$ cat src/rtl/rv32im_bus_arbiter.sv
// rtl/rv32im_bus_arbiter.sv - round-robin Wishbone arbiter for the RV32IM core master port
// Optional watchdog: define BUS_ARBITER_TIMEOUT_EN to terminate stalled strobes with a bus error.
module rv32im_bus_arbiter #(
  parameter int XLEN           = 32,
  parameter int NUM_MASTERS    = 2,
  parameter int TIMEOUT_CYCLES = 255
) (
  input  logic                          clk_i,
  input  logic                          clear_i,
  input  logic [NUM_MASTERS-1:0]        ctrl_req_i,
  output logic [NUM_MASTERS-1:0]        ctrl_grant_o,
  input  logic [NUM_MASTERS*(XLEN-2)-1:0] m_adr_i,
  input  logic [NUM_MASTERS*XLEN-1:0]   m_dat_i,
  input  logic [NUM_MASTERS*4-1:0]      m_sel_i,
  input  logic [NUM_MASTERS-1:0]        m_stb_i,
  input  logic [NUM_MASTERS-1:0]        m_cyc_i,
  input  logic [NUM_MASTERS-1:0]        m_we_i,
  output logic [XLEN-1:0]               m_dat_o,
  output logic [NUM_MASTERS-1:0]        m_ack_o,
  output logic [NUM_MASTERS-1:0]        m_err_o,
  output logic [XLEN-3:0]               s_adr_o,
  output logic [XLEN-1:0]               s_dat_o,
  output logic [3:0]                    s_sel_o,
  output logic                          s_stb_o,
  output logic                          s_cyc_o,
  output logic                          s_we_o,
  input  logic [XLEN-1:0]               s_dat_i,
  input  logic                          s_ack_i,
  input  logic                          s_err_i,
  output logic                          timeout_o
);

  localparam int IW = $clog2(NUM_MASTERS);
  localparam int AW = XLEN - 2;

  // Reject configurations the rotation and watchdog logic cannot serve.
  if (NUM_MASTERS < 2 || TIMEOUT_CYCLES < 1) begin : g_bad_config
    $error("rv32im_bus_arbiter: NUM_MASTERS must be >= 2 and TIMEOUT_CYCLES >= 1");
  end

  typedef enum logic [1:0] {IDLE, OWNED, GAP} state_t;

  state_t          state;
  logic [IW-1:0]   own;
  logic [IW-1:0]   last;
  logic [IW-1:0]   pick;
  logic            found;
  logic            owned;

  assign owned = (state == OWNED);

  // Round-robin search: first requester after the previous owner wins.
  always_comb begin
    found = 1'b0;
    pick  = '0;
    for (int k = 1; k <= NUM_MASTERS; k++) begin
      if (!found && ctrl_req_i[(int'(last) + k) % NUM_MASTERS]) begin
        found = 1'b1;
        pick  = IW'((int'(last) + k) % NUM_MASTERS);
      end
    end
  end

  // Ownership FSM with registered one-hot grant; GAP forces one dead cycle after release.
  always_ff @(posedge clk_i or posedge clear_i) begin
    if (clear_i) begin
      state        <= IDLE;
      own          <= '0;
      last         <= IW'(NUM_MASTERS - 1);
      ctrl_grant_o <= '0;
    end else begin
      case (state)
        IDLE: begin
          if (found) begin
            state        <= OWNED;
            own          <= pick;
            last         <= pick;
            ctrl_grant_o <= NUM_MASTERS'(1) << pick;
          end
        end
        OWNED: begin
          if (!ctrl_req_i[own]) begin
            state        <= GAP;
            ctrl_grant_o <= '0;
          end
        end
        GAP: state <= IDLE;
        default: begin
          state        <= IDLE;
          ctrl_grant_o <= '0;
        end
      endcase
    end
  end

  // Zero-latency mux of the owner onto the shared bus and response routing back to it.
  always_comb begin
    s_adr_o = '0;
    s_dat_o = '0;
    s_sel_o = '0;
    s_stb_o = 1'b0;
    s_cyc_o = 1'b0;
    s_we_o  = 1'b0;
    m_ack_o = '0;
    m_err_o = '0;
    m_dat_o = s_dat_i;
    if (owned) begin
      s_adr_o      = m_adr_i[int'(own)*AW +: AW];
      s_dat_o      = m_dat_i[int'(own)*XLEN +: XLEN];
      s_sel_o      = m_sel_i[int'(own)*4 +: 4];
      s_stb_o      = m_stb_i[own];
      s_cyc_o      = m_cyc_i[own];
      s_we_o       = m_we_i[own];
      m_ack_o[own] = s_ack_i & s_cyc_o;
      m_err_o[own] = (s_err_i & s_cyc_o) | timeout_o;
    end
  end

`ifdef BUS_ARBITER_TIMEOUT_EN
  localparam int CW = $clog2(TIMEOUT_CYCLES + 1);

  logic [CW-1:0] wd_cnt;

  // The pulse is decoded from the counter so it lands exactly TIMEOUT_CYCLES after the strobe rose.
  assign timeout_o = owned && (wd_cnt == CW'(TIMEOUT_CYCLES));

  // Count stalled strobe cycles; any termination, idle strobe, pulse or release restarts it.
  always_ff @(posedge clk_i or posedge clear_i) begin
    if (clear_i) begin
      wd_cnt <= '0;
    end else if (!owned || !ctrl_req_i[own] || !s_stb_o || s_ack_i || s_err_i || timeout_o) begin
      wd_cnt <= '0;
    end else begin
      wd_cnt <= wd_cnt + 1'b1;
    end
  end
`else
  assign timeout_o = 1'b0;
`endif

endmodule

$ cat config.mk
export PLATFORM = sky130hd
export DESIGN_NAME = rv32im_bus_arbiter
export DESIGN_NICKNAME = d
export VERILOG_FILES = /design/src/rtl/rv32im_bus_arbiter.sv
export SDC_FILE = /design/constraint.sdc
export NUM_CORES = 1
export LEC_CHECK = 0
export ABC_AREA = 1
export CORE_AREA = 2 2 110 112
export CTS_CLUSTER_SIZE = 20
export DETAILED_ROUTE_END_ITERATION = 8
export DIE_AREA = 0 0 112 114
export PLACE_DENSITY_LB_ADDON = 0.3
export SETUP_SLACK_MARGIN = 0.4
export SLEW_MARGIN = 20
export SYNTH_ARGS = -nofsm -noshare
export SYNTH_HDL_FRONTEND = slang
export SYNTH_SLANG_ARGS = --single-unit
$ cat constraint.sdc
create_clock -name clk_i -period 1.9 [get_ports clk_i]
set_clock_uncertainty 0.15 [all_clocks]
set_input_delay 0.19 -clock clk_i [delete_from_list [all_inputs] [get_ports clk_i]]
set_output_delay 0.19 -clock clk_i [all_outputs]
set_load 0.02 [all_outputs]
# After elaboration in Yosys (flattened, before gate mapping)
# Cells that the tools add are included.
[classes]
addsub = 2
n_mul = 1
n_lt_le_gt_ge = 4
eq_ne = 4
shifts = 4
n_mux = 34
bitwise = 7
reduce_logical = 7
[op_table]
columns = ["op", "n"]
rows = [
  ["indexed part select 64 x 7 -> 32 bit", 1],
  ["indexed part select 60 x 7 -> 30 bit", 1],
  ["2-to-1 mux 32 bit", 1],
  ["2-to-1 mux 30 bit", 1],
  ["2-to-1 mux 1 bit", 22],
  ["2-to-1 mux 2 bit", 6],
  ["indexed part select 8 x 4 -> 4 bit", 1],
  ["less-than comparator 2 x 3 -> 1 bit (second input constant)", 2],
  ["one-hot mux 2 bit (3 select lines)", 1],
  ["multiplier 1 x 4 -> 5 bit (second input constant)", 1],
  ["AND 2 bit", 2],
  ["2-to-1 mux 4 bit", 1],
  ["inequality test 2 bit (second input constant)", 2],
  ["one-hot mux 2 bit (2 select lines)", 1],
  ["AND reduction 2 bit", 2],
  ["AND reduction 3 bit", 1],
  ["adder 1 bit (second input constant)", 2],
  ["AND 1 bit", 2],
  ["AND 1 bit (first input constant)", 2],
  ["== test 2 x 1 -> 1 bit (second input constant)", 1],
  ["== test 2 bit (second input constant)", 1],
  ["logical AND 1 bit", 2],
  ["logical NOT 2 bit", 1],
  ["less-than comparator 1 x 2 -> 1 bit (second input constant)", 1],
  ["5 further kinds", 5],
]
[word_totals]
ff_bits = 6
in_bits = 176
out_inout_bits = 108

# Logic depth before layout (Yosys ltp)
[depth]
word_depth = 12
ltp_mapped = 8

# Worst setup path after synthesis
# Ideal clock, no wire load.
[synth_path]
kind = "reg-to-output"
start = "register state[1]"
end = "output port s_adr_o[20]"
arrival_ps = 1104
setup_slack_ps = 456
stages_incl_launch_ff = 5
n_path_buf = 1
path_cell_list = "dfrtp_1 nor2_4 inv_2 buf_6 a21oi_1"
[synth_via]
elab_chain_cells = 2
[synth_lines]
columns = ["item", "line_no", "source"]
rows = [
  ["start: declaration", "43", "state_t state;"],
  ["start signal: assignment", "67", "state <= IDLE;"],
  ["start signal: assignment", "75", "state <= OWNED;"],
  ["start signal: assignment", "83", "state <= GAP;"],
  ["== test 2 x 1 -> 1 bit", "50", "assign owned = (state == OWNED);"],
  ["2-to-1 mux 30 bit", "107", "if (owned) begin"],
  ["end: declaration", "21", "output logic [XLEN-3:0] s_adr_o,"],
]
# No other way between the ends.

# Worst setup path after layout
[layout_path]
start = "register own"
end = "output port s_dat_o[13]"
[layout_via]
elab_chain_cells = 2
[layout_lines]
columns = ["item", "line_no", "source"]
rows = [
  ["start: declaration", "44", "logic [IW-1:0] own;"],
  ["start signal: assignment", "76", "own <= pick;"],
  ["indexed part select 64 x 7 -> 32 bit", "109", "s_dat_o = m_dat_i[int'(own)*XLEN +: XLEN];"],
  ["2-to-1 mux 32 bit", "107", ""],
  ["end: declaration", "22", "output logic [XLEN-1:0] s_dat_o,"],
]
# No other way between the ends.

==> summary.md <==
| Metric | Value |
|---|---|
| Status | complete, no violations |
| Yosys cell types | 16 |
| Dpl cell area | 3682 um^2 |
| Max-slew violation count | 0 |
| Nets | 678 |
| Mapped Nets | 483 |
| Number of global-route vias before repair | 2603 |
| WL/cell | about 15 um |
| Post-synth top area cell | nand2_1 |
| Post-synth EDFFs | 0 |
| Main synth FF type | dfrtp_1 |
| Setup Crit Path Kind | reg2out |
| Layout cells sized above 1 | ~39% |
| Slowest CP cell | dfrtp_2 |
| PortBufs | 218 |
| Required @ worst endpoint | about 1.6 ns |
| DRC viols | 0 |
| Vias per cell | approximately 4.2 |
| Largest net degree at the start of global routing | 38 |
| Total grt overflow | 0 |
| Inst Count DP | between 600 and 700 |
| Tot Pwr | 6553 uW |
| GPL Wtd Cong | 0.7579 |
| Final hold vios | 0 |
| P_int | 3231 uW |
| Max-Cap Viols | 0 |
| Leak | just under 0.002 uW |
| Switching share of total power | 50.70% |
| Syn Inst Count | 307 |
| Root Buffer Master | clkbuf_16 |
| Clk slew on worst S/H paths | about 0.04 ns |
| Critical path buffer and inverter count | 4 |
| Crit path time final | 1.734 ns |
| H-tree depth | 1 |
| Bufs on Longest Clock Path | 2 |
| Post-route cell area | 4516 um^2 |
| Die span in y | 114 um |
| R2R depth | 8 |
| CTS sink count | 6 |
| Max Freq | slightly below 600 MHz |
| RSZ-0062 raised after global routing | yes |
| Top cells by count, synth | nand2_1 (157), a21oi_1 (69), buf_4 (40) |
| Sw Pwr | 3322 uW |
| Comb power frac | around nine tenths |
| Fraction of registers with async set or reset after synthesis | 100.0% |
| Final ANT Viol Nets | 0 |
| Worst-path maximum fanout | 8 |
| Initial antenna violation count | 0 |
| Crit. End Element | output pin |
| Core footprint | 11710 um^2 |
| Clk Latency, worst-skew pair | 0.23 ns |
| Die Width | 112 um |
| R2R Setup Slk | approximately 0.45 ns |
| Post-DP HPWL | 6.135 mm |
| Setup violations, final | 0 |
| PwrDens | 1451 nW/um^2 |
| Cts bufs inserted | 3 |
| Synth Warn # | 0 |
| Share of Yosys cell area claimed by the top area cell type | 36.57% |
| CTS tree | yes |
| Number of iterations in the first detailed-routing pass | 4 |
| Reg-to-reg endpoint | ctrl_grant_o[1] |
| Mapped Area | roughly 1600 um^2 |
| Period utilisation layout | 91.26% |
| Syn avg cell area | 5.249 um^2 |
| Synthesis-stage register bit count | 6 |
| Worst Hold Class | in2async |
| Seq/Total Area, Yosys | 9.394% |
| Final Instance Count excl. Fillers | 648 |
| Peak supply drop | 0.0006768 V |
| Area growth syn-to-layout | 180.2% |
| Core Util, Final | roughly 39% |
| DR iter-0 viols | 55 |
| Setup crit start kind | flip-flop |
| Critical Path AT | 1.39 ns |
| CP cell instances | clkinv_4 > buf_12 > buf_16 > nand2_4 > a21oi_4 > buf_6 |
| Initial Util | 13.76% |
| First-pass GRT wire length | about 13 mm |
| Io pins | 284 |
| Sequential share of power | under 10% |
| Total Routing Usage GR | 12.48% |
| Hold Buf Count CTS | 0 |
| Most common cell in the netlist | nand2_1 |
| Slowest Stage Delay on Critical Path | 0.43 ns |
| Antenna diode count | 0 |
| Die area | between 10000 and 15000 um^2 |
| Clock power frac | 5.4% |
| Routed via count | between 2k and 3k |
| Routed wire length | 9.944 mm |
| Dominant delay contributor by cell family on the critical path | buffers and inverters |
| Top cells by area, synth | nand2_1 (37%), a21oi_1 (21%), buf_4 (19%) |
| Worst reg2reg path startpoint | own |
| Row cnt | 40 |
-- how the worst max path moves through the flow --
stage	end	start	cells after the start	slack, ns
finish	s_dat_o[13]	own	6	0.17
global placement	s_dat_o[14]	own	5	-0.18
floorplan	s_adr_o[20]	state[1]	4	0.46
global route	s_adr_o[15]	own	5	0.11
detailed placement	s_dat_o[14]	own	5	-0.22
CTS	s_dat_o[14]	own	5	0.11
-- through the flow --
step	setup TNS (ns)	setup slack (ns)	hold slack, ns
2_1_floorplan	0	0.4564	-0.1698
3_5_place_dp	-1.890	-0.2204	0.2301
3_3_place_gp	-1.243	-0.1837	0.2301
6_report	0	0.1661	0.03441
4_1_cts	0	0.1130	0.04618
5_1_grt	0	0.1101	0.07722
-- final cells by class --
class | instances | area, um^2
fill | 1218 | 7196
inverter | 5 | 28.78
tap | 147 | 183.9
clock buffer | 4 | 78.83
timing repair buffer | 245 | 2626
multi-input combinational | 241 | 1445
sequential | 6 | 152.6
-- cells in the final DEF (no fill, tap or decap), types with 2 or more instances in the layout --
master	count
clkdlybuf4s50_1	143
nand2_1	124
buf_4	53
a21oi_2	44
buf_6	27
nand2_4	24
a21oi_1	19
nand2_2	10
clkbuf_16	9
buf_12	8
nor2_1	6
a21oi_4	6
buf_16	6
o21ai_0	4
dfrtp_1	4
inv_1	2
dlygate4sd2_1	2
-- power by group through the flow --
stage | sequential [uW] | clock, uW | combinational, uW
after floorplan | 252 | 0 | 2490
after global placement | 256 | 0 | 4250
after detailed placement | 257 | 0 | 4260
after CTS | 250 | 363 | 4990
after global routing | 248 | 369 | 6320
final | 242 | 355 | 5960
-- sequential cells by signal (all words and copies together), names as in the netlist --
signal	cells
last	1
own	1
state	2
ctrl_grant_o	2
-- logic make-up (layout without fill, tap and decap cells) --
| family | Yosys count | count (layout) | synth area share, % |
|---|---|---|---|
| other cells | 1 | 1 | 0.2327 |
| simple gates | 167 | 167 | 39.60 |
| buf+inv | 60 | 254 | 28.11 |
| flops | 6 | 6 | 9.395 |
| compound gates | 73 | 73 | 22.67 |
-- metal layers --
layer | vias to the layer above | GRT usage (%) | wire length (um)
met3 | 16 | 3.082 | 732
met5 | - | 0 | 0
met4 | 0 | 3.740 | 153
li1 | 1332 | - | -
met2 | 135 | 23.03 | 5239
met1 | 1244 | 14.26 | 3819
-- repair_timing --
action / 4_1_cts / 5_1_grt
setup buffers: 5 / 2
pin swaps: 19 / 26
gates resized for setup: 445 / 72
endpoints found under the hold margin: 0 / 0
cloned: 5 / 7
endpoints found under the setup margin: 75 / 73
Note: power is estimated with default switching activity, not from simulation.
